==> config.mk <==
export PLATFORM = sky130hd
export DESIGN_NAME = uart_rx
export DESIGN_NICKNAME = d
export VERILOG_FILES = /design/src/rtl/uart_rx.sv
export SDC_FILE = /design/constraint.sdc
export NUM_CORES = 1
export LEC_CHECK = 0
export BUFFER_PORTS_ARGS = -buffer_cell sky130_fd_sc_hd__buf_4
export CAP_MARGIN = 10
export CORE_MARGIN = 1
export CORE_UTILIZATION = 59
export CTS_BUF_LIST = sky130_fd_sc_hd__clkbuf_4 sky130_fd_sc_hd__clkbuf_8 sky130_fd_sc_hd__clkbuf_16
export CTS_CLUSTER_SIZE = 12
export DETAILED_ROUTE_END_ITERATION = 8
export PLACE_DENSITY = 0.81
export SLEW_MARGIN = 25
export SYNTH_ARGS = -nofsm -noshare
export SYNTH_HDL_FRONTEND = slang
export SYNTH_SLANG_ARGS = --single-unit
==> constraint.sdc <==
create_clock -name clk_i -period 2.3 [get_ports clk_i]
set_clock_uncertainty 0.1 [all_clocks]
set_input_delay 0.345 -clock clk_i [delete_from_list [all_inputs] [get_ports clk_i]]
set_output_delay 0.345 -clock clk_i [all_outputs]
set_load 0.01 [all_outputs]
==> src/rtl/uart_rx.sv <==
// uart_rx: oversampled UART receiver (start, 8 data LSB-first, parity,
//   optional CRC-8 byte, stop) with held status and one-clk interrupt.
// Ports: clk_i, rst_i (async active-low), rx_i, sample_tick_i, crc_en_i;
//   data_o, parity_err_o, crc_err_o, frame_err_o, rx_busy_o, rx_int_o.
// Optional: define UART_RX_MAJORITY_EN for 2-of-3 sample voting.
module uart_rx #(
   parameter int OVERSAMPLE = 16,
   parameter bit PARITY_ODD = 1'b0
) (
   input  logic       clk_i,
   input  logic       rst_i,
   input  logic       rx_i,
   input  logic       sample_tick_i,
   input  logic       crc_en_i,
   output logic [7:0] data_o,
   output logic       parity_err_o,
   output logic       crc_err_o,
   output logic       frame_err_o,
   output logic       rx_busy_o,
   output logic       rx_int_o
);
   localparam int CW = $clog2(OVERSAMPLE);
   localparam logic [CW-1:0] HALF_M1 = CW'(OVERSAMPLE / 2 - 1);
   localparam logic [CW-1:0] FULL_M1 = CW'(OVERSAMPLE - 1);

   typedef enum logic [2:0] {
      S_IDLE, S_START, S_DATA, S_PAR, S_CRC, S_STOP
   } state_t;

   state_t        state_q;
   logic          sync1_q, sync2_q, prev_q;
   logic [CW-1:0] tick_q;
   logic [4:0]    bit_cnt_q;
   logic [7:0]    shift_q, crc_q, data_q;
   logic          crc_on_q, par_q;
   logic          parity_err_q, crc_err_q, frame_err_q;
   logic          busy_q, int_q;
   logic          fall, hit, smp, bit_val;
   logic [7:0]    shift_d, crc_d;

   function automatic logic [7:0] crc_step(input logic [7:0] c,
                                           input logic b);
      return {c[6:0], 1'b0} ^ ((c[7] ^ b) ? 8'h07 : 8'h00);
   endfunction

   // CRC of the byte in natural MSB-first order, as the transmitter
   // computes it; the received CRC bits then drive the residue to zero.
   function automatic logic [7:0] crc_byte(input logic [7:0] d);
      logic [7:0] c;
      c = 8'h00;
      for (int i = 7; i >= 0; i--) c = crc_step(c, d[i]);
      return c;
   endfunction

`ifdef UART_RX_MAJORITY_EN
   // Two previous tick samples; vote with the current one.
   logic [1:0] vote_q;

   always_ff @(posedge clk_i or negedge rst_i) begin
      if (!rst_i) begin
         vote_q <= 2'b11;
      end else if (sample_tick_i) begin
         vote_q <= {vote_q[0], sync2_q};
      end
   end

   assign bit_val = (vote_q[1] & vote_q[0]) |
                    ((vote_q[1] | vote_q[0]) & sync2_q);
`else
   assign bit_val = sync2_q;
`endif

   // prev_q follows the line in every state so an edge in the
   // frame-end cycle is still seen.
   assign fall    = prev_q & ~sync2_q;
   assign hit     = (state_q == S_START) ? (tick_q == HALF_M1)
                                         : (tick_q == FULL_M1);
   assign smp     = sample_tick_i & hit & (state_q != S_IDLE);
   assign shift_d = {bit_val, shift_q[7:1]};
   assign crc_d   = crc_step(crc_q, bit_val);

   always_ff @(posedge clk_i or negedge rst_i) begin
      if (!rst_i) begin
         state_q      <= S_IDLE;
         sync1_q      <= 1'b1;
         sync2_q      <= 1'b1;
         prev_q       <= 1'b1;
         tick_q       <= '0;
         bit_cnt_q    <= '0;
         shift_q      <= '0;
         crc_q        <= '0;
         data_q       <= '0;
         crc_on_q     <= 1'b0;
         par_q        <= 1'b0;
         parity_err_q <= 1'b0;
         crc_err_q    <= 1'b0;
         frame_err_q  <= 1'b0;
         busy_q       <= 1'b0;
         int_q        <= 1'b0;
      end else begin
         sync1_q <= rx_i;
         sync2_q <= sync1_q;
         prev_q  <= sync2_q;
         int_q   <= 1'b0;

         if (state_q == S_IDLE) begin
            tick_q <= '0;
         end else if (sample_tick_i) begin
            tick_q <= hit ? '0 : tick_q + CW'(1);
         end

         unique case (state_q)
            S_IDLE: begin
               if (fall) state_q <= S_START;
            end
            S_START: begin
               if (smp) begin
                  if (bit_val) begin
                     state_q <= S_IDLE;
                  end else begin
                     state_q   <= S_DATA;
                     crc_on_q  <= crc_en_i;
                     busy_q    <= 1'b1;
                     crc_q     <= 8'h00;
                     bit_cnt_q <= '0;
                  end
               end
            end
            S_DATA: begin
               if (smp) begin
                  shift_q   <= shift_d;
                  bit_cnt_q <= bit_cnt_q + 5'd1;
                  if (bit_cnt_q == 5'd7) begin
                     state_q   <= S_PAR;
                     bit_cnt_q <= '0;
                     crc_q     <= crc_byte(shift_d);
                  end
               end
            end
            S_PAR: begin
               if (smp) begin
                  par_q   <= ^shift_q ^ bit_val ^ PARITY_ODD;
                  state_q <= crc_on_q ? S_CRC : S_STOP;
               end
            end
            S_CRC: begin
               if (smp) begin
                  crc_q     <= crc_d;
                  bit_cnt_q <= bit_cnt_q + 5'd1;
                  if (bit_cnt_q == 5'd7) begin
                     state_q   <= S_STOP;
                     bit_cnt_q <= '0;
                  end
               end
            end
            S_STOP: begin
               if (smp) begin
                  data_q       <= shift_q;
                  parity_err_q <= par_q;
                  crc_err_q    <= crc_on_q & (|crc_q);
                  frame_err_q  <= ~bit_val;
                  busy_q       <= 1'b0;
                  int_q        <= 1'b1;
                  state_q      <= S_IDLE;
               end
            end
            default: state_q <= S_IDLE;
         endcase
      end
   end

   assign data_o       = data_q;
   assign parity_err_o = parity_err_q;
   assign crc_err_o    = crc_err_q;
   assign frame_err_o  = frame_err_q;
   assign rx_busy_o    = busy_q;
   assign rx_int_o     = int_q;

endmodule

; ---- Word level (Yosys, flattened, before mapping)
; Cells that the tools add are included.
[word_totals]
register_bits = 46
out_inout_bits = 13
wordCells = 116
[classes]
n_addsub = 2
n_eq_ne = 18
n_mux = 41
bitwise = 22
n_reduce_logical = 17
[ops]
columns = operator, n
row1 = 3-bit two-way mux, 17
row2 = 8-bit two-way mux, 5
row3 = 8-bit by 3-bit XOR with 8-bit output, 4
row4 = 8-bit one-hot mux with 3 select lines, 1
row5 = 5-bit two-way mux, 4
row6 = 2-bit inequality test (second input constant), 9
row7 = 3-bit one-hot mux with 6 select lines, 1
row8 = 4-bit two-way mux, 3
row9 = 5-bit one-hot mux with 2 select lines, 1
row10 = 4-bit AND reduction, 2
row11 = 8-bit AND reduction, 1
row12 = 8-bit OR reduction, 1
row13 = 8-bit parity, 1
row14 = 1-bit two-way mux, 7
row15 = 7-bit by 3-bit XOR with 7-bit output, 1
row16 = 3-bit by 2-bit == test with 1-bit output (second input constant), 2
row17 = 3-bit == test (second input constant), 2
row18 = 2-bit AND reduction, 3
row19 = 6-bit AND reduction, 1
row20 = 2-bit nonzero test, 3
row21 = 3-bit nonzero test, 2
row22 = 6-bit by 3-bit XOR with 6-bit output, 1
row23 = 5-bit by 1-bit adder with 5-bit output (second input constant), 1
row24 = 5-bit by 3-bit == test with 1-bit output (second input constant), 1
row25 = 16 further kinds, 26

; ---- Longest topological paths before layout
[logic_depth]
depth_word = 16
ltp_mapped = 7

; ---- Worst setup path before layout
; No wires, ideal clock.
[synth_timing]
path_type = flip-flop to flip-flop
start = reg tick_q[0]
end = reg crc_err_q, in the netlist crc_err_o
arrival_time_ns = 1.679
t_required_ns = 2.075
slack_ns = 0.396
stages_incl_launch_ff = 8
path_buffers = 2
period_less_slack_ns = 1.904
path_cell_list = dfrtp_1 ha_1 and3_1 buf_2 nand2_1 nor2_1 buf_4 mux2_2
[synth_between]
elab_chain_len = 5
word_cells_on_any_way = 6
cone_classes = 2 x eq/ne / 1 x mux / 2 x bitwise / 1 x reduce/logical
[synth_lines]
columns = item, line
row1 = "start, declared", 32  ; logic [CW-1:0] tick_q;
row2 = "start signal, assigned", 109  ; tick_q <= hit ? '0 : tick_q + CW'(1);
row3 = 4-bit == test or 4-bit by 3-bit == test with 1-bit output (tied branches), "77, 76"
row4 = 1-bit two-way mux (*), 76  ; assign hit = (state_q == S_START) ? (tick_q == HALF_M1)
row5 = 1-bit AND (*) (2 in series), 78  ; assign smp = sample_tick_i & hit & (state_q != S_IDLE);
row6 = 2-bit AND reduction (no source line) (*), n/a
row7 = "end signal, assigned", 160  ; crc_err_q <= crc_on_q & (|crc_q);
row8 = "end, declared", 36  ; logic parity_err_q, crc_err_q, frame_err_q;
; Mark *: on every way between the ends. The rest lies on a longest branch, timed or not.
; A chain may end at the register's enable or synchronous reset.

; ---- Worst setup path in the final report
[layout_timing]
start = reg state_q[2]
end = reg crc_q[1]
[layout_between]
elab_chain_len = 6
word_cells_on_any_way = 15
cone_classes = 8 x eq/ne / 2 x mux / 2 x bitwise / 3 x reduce/logical
[layout_lines]
columns = item, line
row1 = "start, declared", 30  ; state_t state_q;
row2 = "start signal, assigned", 143  ; state_q <= crc_on_q ? S_CRC : S_STOP;
row3 = 3-bit by 1-bit == test with 1-bit output, "76, 112"
row4 = 1-bit two-way mux, 76
row5 = 1-bit AND (2 in series), 78
row6 = 2-bit inequality test (no source line), n/a
row7 = 6-bit AND reduction (no source line), n/a
row8 = "end signal, assigned", 136  ; crc_q <= crc_byte(shift_d);
row9 = "end signal, assigned", 148  ; crc_q <= crc_d;
row10 = "end, declared", 34  ; logic [7:0] shift_q, crc_q, data_q;
; Parallel ways exist; a longest one is shown, timed or not.

==> metrics.md <==
| Metric | Value |
|---|---|
| EDFF count, synth | 0 |
| DRC | 0 |
| Final Instance Area | 2620 um2 |
| Initial antenna violation count | 0 |
| Pre-CTS WS | 0.210 ns |
| Die Y | 65.3 um |
| Warnings, synthesis | 0 |
| Post-Place Cells | 257 |
| Core area | 3740 um2 |
| First-pass GRT wire length | 7470 um |
| I/O Pins | 18 |
| Pwr/cell area | 841 nW/um2 |
| Largest family of logic cells by synthesized area | multiplexers |
| Syn nets | 207 |
| Fraction of synthesized cell area in xor and xnor cells | 0.0895 |
| Layout Nets | 224 |
| Crit path DAT | 2.19 ns |
| Worst hold start | rx_i |
| Achievable Freq | 474 MHz |
| Layout cells sized above 1 | 0.294 |
| Clk_lat worst skew | 0.29 ns |
| Mux cell area share after synthesis | 0.134 |
| Sequential fraction of the synthesis area | 0.489 |
| Layout Cells excl Fill | 266 |
| Post_cts resized | 0 |
| Vias | 1651 |
| Fill cells | 290 |
| Area taken by multi-input logic gates | 1130 um2 |
| Crit end category | flop |
| CTS tree | built |
| Area contributors post-synth | dfrtp_1 (46%), mux2_2 (10%), xnor2_1 (4.4%) |
| Crit-path max FO | 14 |
| Final Util | 0.701 |
| Hold_ws | 0.0599 ns |
| Compound-Gate Fraction of Synth Area | 0.121 |
| Total GRT Usage | 0.236 |
| Antenna Cells | 0 |
| Startpoint types | flop |
| Simple-Gate Fraction of Synth Area | 0.125 |
| Fin worst setup slack | 0.191 ns |
| Cell area after synthesis | 2360 um2 |
| Post-Synth Adder-Cell Area | 0.0106 |
| Status | finished clean |
| Syn-to-layout area delta | 11.0% |
| Yosys reg bits | 46 |
| Starting Density | 0.631 |
| RSZ-0062 raised after global routing | false |
| Overall die area | 4260 um2 |
| Final setup viols | 0 |
| Final Power | 2.21 mW |
| Class of the most critical hold timing path | input pin to flop |
| Reg area | 1150 um2 |
| Max-slew violation count | 0 |
| Max-slew headroom | 0.593 |
| Critical path class | flop to flop |
| Max VDD drop | 0.542 mV |
| Wirelength per Cell | 16.9 um |
| CP endpoint | crc_q[1] |
| Fin crit share | 0.917 |
| Min Tclk post-route | 2.11 ns |
| Area after DPL | 2520 um2 |
| Most common cell in the netlist | dfrtp_1 |
| R2R depth | 4 |
| # rows | 22 |
| Most frequent cells after synthesis | dfrtp_1 (43), mux2_2 (22), xnor2_1 (12), o21ai_0 (9), nand2_1 (8) |
| Placer Congestion | 0.838 |
| Antenna viol nets, final | 0 |
| Gate Count Post-Synth | 200 |
| Port Buffer Count | 17 |
| HPWL after DPL | 3210 um |
| # Max-Cap Violations | 0 |
| Hold Vio Cnt, Final | 0 |
| Async set or reset register ratio after synthesis | 1.00 |
| Initial drt markers | 111 |
| R2r endpoint | crc_q[1] |
| H-tree depth | 2 |
| CTS buffer count | 5 |
| Grt total ovfl | 0 |
| Number of global-route vias before repair | 1610 |
| Reg2reg setup slack | 0.19 ns |
| Via-to-Cell Ratio | 6.21 |
| Synth Area per Inst | 11.8 um2 |
| LEAKAGE | 1.23 nW |
| Pre-antenna DRT Iters | 5 |
| Post-synth top area share | 0.455 |
| Clock-pin slew on the worst setup and hold paths | 0.08 ns |
| CTS Buffer Depth | 2 |
| Worst Tran Pin Value | 0.607 ns |
| CTS sink cnt | 46 |
| Routed wire length | 4500 um |
| Final setup TNS | 0 ns |
| CP required | 2.38 ns |
| Crit. Startpoint | state_q[2] |
| Die X-Extent | 65.3 um |
| Yosys top cell by area | dfrtp_1 |
| Clk root buf | clkbuf_8 |
| Cell variety after synth | 50 |
| Main synth FF type | dfrtp_1 |
| Largest net degree at the start of global routing | 47 |
| Critical R2R Launch | state_q[2] |
==> layout by cell type (no fill, tap or decap), types with 3 or more instances in the layout <==
| cell | instances |
|---|---|
| dfrtp_1 | 43 |
| mux2_2 | 22 |
| buf_4 | 21 |
| xnor2_1 | 12 |
| o21ai_0 | 9 |
| nand2_1 | 8 |
| xor2_1 | 7 |
| a21oi_1 | 7 |
| and3_1 | 6 |
| nor2_1 | 6 |
| nand3_1 | 6 |
| clkbuf_8 | 6 |
| a31oi_1 | 4 |
| a22oi_1 | 4 |
| mux2_4 | 4 |
| inv_1 | 3 |
| nor4_1 | 3 |
| dfstp_2 | 3 |
==> final cells by class <==
class / instances / area share
Tap cell: 48 / 0.0229
Sequential cell: 46 / 0.440
Clock buffer: 7 / 0.0343
Inverter: 3 / 0.00429
Timing Repair Buffer: 22 / 0.0639
Multi-Input combinational cell: 139 / 0.433
Clock inverter: 1 / 0.00191
==> routing by layer <==
metal  vias to the layer above  wire length [um]  global-route usage
met5                         -                 0                   0
met4                         0               112               0.103
met3                        17               195              0.0538
met2                        49              2200               0.387
met1                       821              2000               0.300
li1                        764                 -                   -
==> where the power goes <==
group / leakage, nW / switching [mW] / total [mW] / internal (mW)
Clock: 0.0517 / 0.252 / 0.506 / 0.254
Sequential: 0.588 / 0.178 / 1.12 / 0.942
Combinational: 0.590 / 0.282 / 0.581 / 0.299
==> worst max-delay path: stages, from the launching register on <==
cell      delay, ns
dfrtp_1        0.53
or3b_1         0.56
o211ai_4       0.37
nand2_4        0.12
mux2_4         0.32
==> how the worst min path moves through the flow <==
| stage | to | slack (ns) | cells after the start |
|---|---|---|---|
| 2_1_floorplan | bit_cnt_q[0] | -0.05 | 0 |
| 3_3_place_gp | bit_val | 0.25 | 0 |
| 3_5_place_dp | bit_val | 0.25 | 0 |
| 4_1_cts | sync1_q | 0.05 | 1 |
| 5_1_grt | sync1_q | 0.05 | 1 |
| 6_report | sync1_q | 0.06 | 1 |
==> registers in the layout (all words and copies together), names as in the netlist <==
| name | cells |
|---|---|
| bit_cnt_q | 5 |
| bit_val | 1 |
| crc_err_o | 1 |
| crc_on_q | 1 |
| crc_q | 8 |
| data_o | 8 |
| frame_err_o | 1 |
| par_q | 1 |
| parity_err_o | 1 |
| prev_q | 1 |
| rx_busy_o | 1 |
| rx_int_o | 1 |
| shift_q | 8 |
| state_q | 3 |
| sync1_q | 1 |
| tick_q | 4 |
==> cell families after synthesis <==
logic type | Yosys count
and+or+nand+nor | 48
DFF | 46
AOI/OAI and AO/OA | 41
muxes | 27
xor gates and xnor gates | 21
buffers and inverters | 15
adders and majority gates | 2
==> what timing repair did <==
| item | 4_1_cts | 5_1_grt |
|---|---|---|
| endpoints found under the hold margin | 43 | 0 |
| hold buffers | 1 | 0 |
| buffers inserted | 0 | 0 |
(Power assumes the default switching activity.)
